--- src/rtl/tdm_pkg.sv ---
// Shared types and constants for the TDM demux/mux pair.
package tdm_pkg;
  typedef enum logic {HUNT = 1'b0, LOCK = 1'b1} state_t;
  localparam int NSLOT_BASE = 4;
  localparam int NSLOT_PAR  = 5;
  localparam int CTR_W      = 3;
endpackage

--- src/rtl/tdm_demux4_if.sv ---
// Slot-stream input and channel-output bundle for tdm_demux4.
interface tdm_demux4_if #(parameter int W = 1);
  logic         en;
  logic [W-1:0] din;
  logic         frame;
  logic [W-1:0] A, B, C, D;
  logic         vld;
  logic         sync_err;
  logic         par_err;

  modport master (output en, din, frame,
                  input  A, B, C, D, vld, sync_err, par_err);
  modport slave  (input  en, din, frame,
                  output A, B, C, D, vld, sync_err, par_err);
endinterface

--- src/rtl/tdm_slot_ctr.sv ---
// Slot counter: wraps 0..NSLOT-1 on inc, synchronous load to 1 on restart.
module tdm_slot_ctr
  import tdm_pkg::*;
#(
  parameter int NSLOT = NSLOT_BASE
) (
  input  logic             clk,
  input  logic             rst_n,
  input  logic             inc,
  input  logic             load1,
  output logic [CTR_W-1:0] slot,
  output logic             last
);
  assign last = (slot == CTR_W'(NSLOT - 1));

  always_ff @(posedge clk or negedge rst_n) begin
    if (!rst_n)     slot <= '0;
    else if (load1) slot <= CTR_W'(1);
    else if (inc)   slot <= last ? '0 : slot + CTR_W'(1);
  end
endmodule

--- src/rtl/tdm_demux4.sv ---
// 4-slot TDM demultiplexer with frame tracking.
// Optional even-parity fifth slot enabled by TDM_DEMUX4_PARITY_EN.
module tdm_demux4
  import tdm_pkg::*;
#(
  parameter int W = 1
) (
  input  logic         clk,
  input  logic         rst_n,
  tdm_demux4_if.slave  bus
);
`ifdef TDM_DEMUX4_PARITY_EN
  localparam int NSLOT = NSLOT_PAR;
`else
  localparam int NSLOT = NSLOT_BASE;
`endif
  // The final slot is consumed straight from din, so only NSLOT-1 slots are stored.
  localparam int NSHD = NSLOT - 1;

  state_t                   state;
  logic [CTR_W-1:0]         slot;
  logic                     last;
  logic [NSHD-1:0][W-1:0]   shadow;
  logic [3:0][W-1:0]        ch;
  logic [3:0][W-1:0]        frm;
  logic                     vld, sync_err;
  logic                     restart, early, missing, take;

  always_comb begin
    early   = bus.en && (state == LOCK) &&  bus.frame && (slot != '0);
    missing = bus.en && (state == LOCK) && !bus.frame && (slot == '0);
    restart = bus.en &&  bus.frame && ((state == HUNT) || (slot != '0));
    take    = bus.en && (state == LOCK) && !early && !missing;
  end

`ifdef TDM_DEMUX4_PARITY_EN
  logic par_err, par_ok;
  assign frm    = shadow;
  assign par_ok = ((shadow[0] ^ shadow[1] ^ shadow[2] ^ shadow[3] ^ bus.din) == '0);
  assign bus.par_err = par_err;
`else
  assign frm = {bus.din, shadow};
  assign bus.par_err = 1'b0;
`endif

  tdm_slot_ctr #(.NSLOT(NSLOT)) u_ctr (
    .clk   (clk),
    .rst_n (rst_n),
    .inc   (take),
    .load1 (restart),
    .slot  (slot),
    .last  (last)
  );

  always_ff @(posedge clk or negedge rst_n) begin
    if (!rst_n) begin
      state    <= HUNT;
      shadow   <= '0;
      ch       <= '0;
      vld      <= 1'b0;
      sync_err <= 1'b0;
`ifdef TDM_DEMUX4_PARITY_EN
      par_err  <= 1'b0;
`endif
    end else begin
      vld      <= 1'b0;
      sync_err <= 1'b0;
`ifdef TDM_DEMUX4_PARITY_EN
      par_err  <= 1'b0;
`endif
      if (restart) begin
        // An early frame also lands here: the stale partial frame is simply overwritten.
        shadow[0] <= bus.din;
        state     <= LOCK;
        sync_err  <= early;
      end else if (missing) begin
        sync_err <= 1'b1;
        state    <= HUNT;
      end else if (take) begin
        for (int i = 0; i < NSHD; i++)
          if (slot == CTR_W'(i)) shadow[i] <= bus.din;
        if (last) begin
`ifdef TDM_DEMUX4_PARITY_EN
          if (par_ok) begin
            vld <= 1'b1;
            ch  <= frm;
          end else begin
            par_err <= 1'b1;
          end
`else
          vld <= 1'b1;
          ch  <= frm;
`endif
        end
      end
    end
  end

  assign bus.A        = ch[0];
  assign bus.B        = ch[1];
  assign bus.C        = ch[2];
  assign bus.D        = ch[3];
  assign bus.vld      = vld;
  assign bus.sync_err = sync_err;
endmodule

--- src/flat_wrapper.sv ---
// flat-port wrapper written by rule: the top's interface ports become plain ports
module tdm_demux4_flat import tdm_pkg::*;
#(
  parameter int W = 1
)
  (clk, rst_n, bus_en, bus_din, bus_frame, bus_A, bus_B, bus_C, bus_D, bus_vld, bus_sync_err, bus_par_err);
  tdm_demux4_if #(.W(W)) bus_i ();
  input  logic clk;
  input  logic rst_n;
  input wire logic [$bits(bus_i.en)-1:0] bus_en;
  input wire logic [$bits(bus_i.din)-1:0] bus_din;
  input wire logic [$bits(bus_i.frame)-1:0] bus_frame;
  output wire logic [$bits(bus_i.A)-1:0] bus_A;
  output wire logic [$bits(bus_i.B)-1:0] bus_B;
  output wire logic [$bits(bus_i.C)-1:0] bus_C;
  output wire logic [$bits(bus_i.D)-1:0] bus_D;
  output wire logic [$bits(bus_i.vld)-1:0] bus_vld;
  output wire logic [$bits(bus_i.sync_err)-1:0] bus_sync_err;
  output wire logic [$bits(bus_i.par_err)-1:0] bus_par_err;
  assign bus_i.en = bus_en;
  assign bus_i.din = bus_din;
  assign bus_i.frame = bus_frame;
  assign bus_A = bus_i.A;
  assign bus_B = bus_i.B;
  assign bus_C = bus_i.C;
  assign bus_D = bus_i.D;
  assign bus_vld = bus_i.vld;
  assign bus_sync_err = bus_i.sync_err;
  assign bus_par_err = bus_i.par_err;
  tdm_demux4 #(.W(W)) u_core (.clk(clk), .rst_n(rst_n), .bus(bus_i));
endmodule
--- config.mk ---
export PLATFORM = sky130hd
export DESIGN_NAME = tdm_demux4_flat
export DESIGN_NICKNAME = d
export VERILOG_FILES = /design/src/rtl/tdm_pkg.sv /design/src/rtl/tdm_demux4_if.sv /design/src/rtl/tdm_slot_ctr.sv /design/src/rtl/tdm_demux4.sv /design/src/flat_wrapper.sv
export SDC_FILE = /design/constraint.sdc
export NUM_CORES = 1
export LEC_CHECK = 0
export ABC_CLOCK_PERIOD_IN_PS = 3190
export CAP_MARGIN = 20
export CELL_PAD_IN_SITES_DETAIL_PLACEMENT = 0
export CELL_PAD_IN_SITES_GLOBAL_PLACEMENT = 2
export CORE_MARGIN = 2
export CORE_UTILIZATION = 34
export CTS_BUF_LIST = sky130_fd_sc_hd__clkbuf_8 sky130_fd_sc_hd__clkbuf_16
export DETAILED_ROUTE_END_ITERATION = 12
export PLACE_DENSITY = 0.77
export SYNTH_ARGS = -nofsm -noshare
export SYNTH_HDL_FRONTEND = slang
export SYNTH_SLANG_ARGS = --single-unit
--- constraint.sdc ---
create_clock -name clk -period 3.19 [get_ports clk]
set_clock_uncertainty 0.05 [all_clocks]
set_input_delay 0.638 -clock clk [delete_from_list [all_inputs] [get_ports clk]]
set_output_delay 0.638 -clock clk [all_outputs]
set_load 0.02 [all_outputs]
Word level (Yosys, flattened, before mapping)
Index checks and enable logic that the tools add are counted.
{"block": "word_totals", "in_bits": 5, "output_inout_bits": 7, "word_cells": 56, "register_bits": 13}
{"block": "op_classes", "mux": 15, "eq_ne": 4, "reduce_logical": 22, "addsub": 1, "n_bitwise": 3}
{"operator": "1-bit 2-to-1 mux", "n": 12}
{"operator": "4-bit AND reduction", "n": 3}
{"operator": "1-bit logical AND", "n": 9}
{"operator": "3-bit 2-to-1 mux", "n": 3}
{"operator": "3-bit by 2-bit == test with 1-bit output (second input constant)", "n": 2}
{"operator": "2-bit nonzero test", "n": 3}
{"operator": "3-bit by 1-bit adder with 3-bit output (second input constant)", "n": 1}
{"operator": "3-bit by 1-bit == test with 1-bit output (second input constant)", "n": 1}
{"operator": "1-bit logical NOT", "n": 3}
{"operator": "3-bit logical NOT", "n": 1}
{"operator": "1-bit NOT", "n": 3}
{"operator": "3-bit AND reduction", "n": 1}
{"operator": "3-bit nonzero test", "n": 1}
{"operator": "2-bit by 1-bit inequality test with 1-bit output (second input constant)", "n": 1}
{"operator": "1-bit logical OR", "n": 1}

Depth between registers and ports, before layout
{"block": "depth", "ltp_word": 9, "ltp_mapped": 6, "depth_no_buf": 6}

By module
Synthesis repeated with hierarchy kept, for this count alone.
{"block": "hier_totals", "hier_cells": 48, "area_unflattened_um2": 616.8}
{"module": "tdm_demux4", "instances": 1, "seq_area_each_um2": 250.2, "cells_each": 35, "area_each_um2": 462.9}
{"module": "tdm_slot_ctr", "instances": 1, "seq_area_each_um2": 75.1, "cells_each": 13, "area_each_um2": 153.9}

Least setup slack after synthesis
OpenSTA, ideal clock, no wires.
{"block": "synth_timing", "kind": "register -> register", "startpoint": "register u_core.u_ctr.slot[0]", "endpoint": "register u_core.ch, in the netlist u_core.bus.D", "arrival_ns": 1.444, "setup_ns": 0.125, "path_slack_ns": 1.571, "period_less_slack_ns": 1.619, "path_buffers": 0, "t_required_ns": 3.015, "stages_incl_launch_ff": 6, "path_cell_list": "dfrtp_1 inv_1 ha_1 xor2_2 nor3_4 mux2_2"}
{"block": "synth_between", "elab_chain_len": 6, "word_cells_on_any_way": 14, "classes_between": "1 x eq/ne; 2 x bitwise; 11 x reduce/logical"}
{"item": "start, declared", "line_no": "tdm_slot_ctr.sv:11", "source": "output logic [CTR_W-1:0] slot,"}
{"item": "start signal, assigned", "line_no": "tdm_slot_ctr.sv:19", "source": "else if (inc) slot <= last ? '0 : slot + CTR_W'(1);"}
{"item": "3-bit nonzero test", "line_no": "tdm_demux4.sv:30, tdm_demux4.sv:32"}
{"item": "1-bit logical AND", "line_no": "tdm_demux4.sv:30", "source": "early = bus.en && (state == LOCK) && bus.frame && (slot != '0);"}
{"item": "1-bit logical NOT", "line_no": "tdm_demux4.sv:33", "source": "take = bus.en && (state == LOCK) && !early && !missing;"}
{"item": "1-bit logical AND (2 in a row)", "line_no": "tdm_demux4.sv:33"}
{"item": "4-bit AND reduction (no source line) *"}
{"item": "end signal, assigned", "line_no": "tdm_demux4.sv:92", "source": "ch <= frm;"}
{"item": "end, declared", "line_no": "tdm_demux4.sv:24", "source": "logic [3:0][W-1:0] ch;"}
Every way passes the cells marked *; elsewhere a longest branch is shown, timed or not.
A chain may end at the register's enable or synchronous reset.

Worst setup path after layout
{"block": "layout_timing", "startpoint": "input port bus_frame", "endpoint": "register u_core.ch, in the netlist u_core.bus.C"}
{"block": "layout_between", "elab_chain_len": 6, "word_cells_on_any_way": 14, "classes_between": "2 x bitwise; 12 x reduce/logical"}
{"item": "start, declared", "line_no": "flat_wrapper.sv:12", "source": "input wire logic [$bits(bus_i.frame)-1:0] bus_frame;"}
{"item": "1-bit logical AND / 1-bit logical NOT (equally long branches)", "line_no": "tdm_demux4.sv:30, tdm_demux4.sv:31"}
{"item": "1-bit logical AND, on equally long branches", "line_no": "tdm_demux4.sv:30, tdm_demux4.sv:31"}
{"item": "1-bit logical NOT / 1-bit logical AND (equally long branches)", "line_no": "tdm_demux4.sv:33, tdm_demux4.sv:31"}
{"item": "1-bit logical AND / 1-bit logical NOT (equally long branches)", "line_no": "tdm_demux4.sv:33"}
{"item": "1-bit logical AND", "line_no": "tdm_demux4.sv:33"}
{"item": "4-bit AND reduction (no source line) *"}
Marked as above.

==> impl_results.md <==
- Source of the worst register-to-register timing path: u_core.u_ctr.slot[0]
- Total of warnings raised by yosys: 0
- Total GRT Usage: roughly a tenth
- Routed wirelength normalized by instance count: around 10 um
- Clock tree from TritonCTS: built
- Stage delay of the slowest cell on the critical path: 0.51 ns
- Most used flip-flop cell after synthesis: dfrtp_1
- Number of routed nets with antenna violations: 0
- Post-Syn Instances: 52
- Avg Synthesized Cell Area: between 10 and 15 um^2
- Post-placement worst setup slack: between 0.9 and 1 ns
- Kind of cell with the highest combined delay on the critical path: buffers and inverters
- RSZ-0062 raised after global routing: false
- Final hold violation count: 0
- Port Buf Inserts: 10
- Final weighted congestion of routability-driven global placement: approximately 0.71
- Setup crit start kind: input port
- CTS Root Cell: clkbuf_8
- Synth async-reset ratio: 100.0%
- Die outline area: about 2200 um^2
- Post-route clock period utilization: about three fifths
- Setup repair bufs after CTS: 0
- Data arrival time of the worst path: approximately 2 ns
- Post-layout util: 46.16%
- Effective utilization at floorplan: between 30% and 40%
- Status: finished, final reports clean
- N_diodes: 0
- Initial antenna violation count: 0
- Smallest setup slack after layout: 1.253 ns
- Worst max-slew margin expressed relative to the limit: between 60% and 70%
- Die span in x: approximately 47 um
- Placed wire-length estimate: between 700 and 800 um
- LEAKAGE: 0.3755 nW
- Final WL: approximately 940 um
- Largest net degree at the start of global routing: 14
- I/O Pins: 12
- H-Tree Depth: 1
- Post-synthesis register bit count: 13
- Clk pin slew, worst setup/hold paths: approximately 0.050 ns
- Number of logic stages on the critical path including buffering: 4
- 1st-iter DRT viols: 6
- Worst Path Max Fanout: 5
- Number of library cell types mapped by synthesis: 21
- Start point of the critical path: bus_frame
- Wire length of the first global-routing pass: roughly 1.6 mm
- Routed via count: between 300 and 400
- Critical path type: input port to flop
- Die height: approximately 47 um
- Mapped cell area: roughly 640 um^2
- Register area share after synthesis: approximately 51%
- Most frequent cells in the layout: dfrtp_1 (13), clkdlybuf4s50_1 (10), nand2_1 (9), mux2_2 (7), ha_1 (4)
- Reg area: 325.3 um^2
- Number of design rule violations left after detail routing: 0
- Largest buffer count on any clock path: 2
- Number of buffers added by the clock tree synthesis step: 3
- Worst Reg2Reg Path Length in Cells: 5
- Detail-routed via count per cell: 4.333
- Setup Viol. Count Final: 0
- Total number of nets in the final design: 75
- Critical path data required time: around 3.3 ns
- Number of violations of the max-capacitance limit: 0
- Upper clock frequency limit: 516.3 MHz
- Clock sink count: 13
- Number of standard cells in the final layout excluding fillers: 90
- Total instance count after detailed placement: 86
- Worst setup path endpoint: u_core.bus.C
- Number of hold-repair buffers added at the cts stage: 0
- Worst-case register-to-register setup slack: between 1 and 1.5 ns
- Slowest cell on the critical path: clkdlybuf4s50_1
- Path type of the worst min-delay path: flop to flop
- Maximum vdd ir drop: ~340 uV
- Fraction of layout instances using a drive strength above 1: approximately a quarter
- Drt first pass iters: 4
- Number of enable flip-flop cells after synthesis: 0
- Power density of the placed cells: between 800 and 900 nW/um^2
- Pins Over Slew Limit: 0
- Setup TNS: 0 ns
- Number of global-route vias before repair: between 300 and 400
- Number of nets in the synthesized netlist: between 60 and 70
- Clock Latency Late Sink: 0.23 ns
- Layout area overhead: 26.52%
- Footprint of the multi-input gates: 296.5 um^2
- Number of gates given a new drive strength after cts: 0
- CP bufs+invs: 1
- Final critical-path required period: 1.937 ns
- Number of inserted filler cells in the final layout: approximately 180
- CP endpoint kind: flop
- Reg-to-Reg End: u_core.bus.C
- Most common cell after layout, fill and taps aside: dfrtp_1
- Area inside the core boundary: ~1700 um^2
- GRT overflow: 0
- Placement row count: 15
- Cell-by-cell trace of the critical path: clkdlybuf4s50_1 -> xor2_2 -> nor3_4 -> mux2_2
- Transition time at the pin with the least slew margin: approximately 0.57 ns
[worst min path at each step]
stage	slack (ns)	cells past startpoint	endpoint	start
6_report	0.45	1	u_core.bus.D	u_core.bus.D
5_1_grt	0.47	1	u_core.frm[2]	u_core.frm[2]
4_1_cts	0.46	1	u_core.bus.A	u_core.bus.A
3_5_place_dp	0.44	1	u_core.bus.C	u_core.frm[2]
3_3_place_gp	0.44	1	u_core.bus.D	u_core.bus.D
2_1_floorplan	0.29	0	u_core.bus.A	rst_n
[cell usage after synthesis, types with 2 or more instances]
library cell  instances  area, um^2
ha_1                  4       50.05
mux2_2                7       78.83
nand2_1               9       33.78
dfrtp_1              13       325.3
inv_1                 2       7.510
a21o_1                2       15.01
[cell families after synthesis]
kind of cell	Yosys count	share of synthesized area, %
xor gates and xnor gates	2	3.930
muxes	8	13.95
DFF	13	51.08
other	1	0.5888
AOI/OAI and AO/OA	5	6.091
buffers and inverters	3	2.358
adders and majority gates	4	7.859
and+or+nand+nor	16	14.15
[flip-flops by register name, summed over array words and instances (netlist names)]
name                 count
u_core.bus.D             1
u_core.bus.vld           1
u_core.bus.A             1
u_core.frm               3
u_core.bus.B             1
u_core.bus.sync_err      1
u_core.bus.C             1
u_core.u_ctr.slot        3
u_core.state             1
[report_power, final]
part / switching (mW) / total, mW / internal, mW / leakage (nW)
sequential: 0.0366 / 0.260 / 0.224 / 0.162
combinational: 0.142 / 0.283 / 0.141 / 0.186
clock: 0.0538 / 0.138 / 0.0846 / 0.0269
total: 0.232 / 0.682 / 0.450 / 0.376
[layout make-up]
type	instances	area share [%]
flip-flops and latches	13	40.37
clock buffers	3	5.124
inverters	2	0.9317
well taps	25	3.882
clock inverters	1	0.4658
multi-input cells	36	36.80
repair buffers	10	12.42
[metrics by stage]
step	hold slack (ns)	cell area, um^2	total power, mW
2_1_floorplan	0.2924	636.9	0.4543
3_3_place_gp	0.4398	760.7	0.5542
3_5_place_dp	0.4424	760.7	0.5485
4_1_cts	0.4588	805.8	0.6935
5_1_grt	0.4679	805.8	0.7357
6_report	0.4528	805.8	0.6818
[per-layer routing]
| metal | vias to the layer above | part of all wire, % | track usage, % |
|---|---|---|---|
| met5 | - | 0 | 0 |
| met4 | 0 | 0 | 5.000 |
| met3 | 0 | 4.3 | 2.308 |
| met2 | 9 | 46 | 16.76 |
| met1 | 182 | 50 | 13.54 |
| li1 | 199 | - | - |
(Power assumes the default switching activity.)
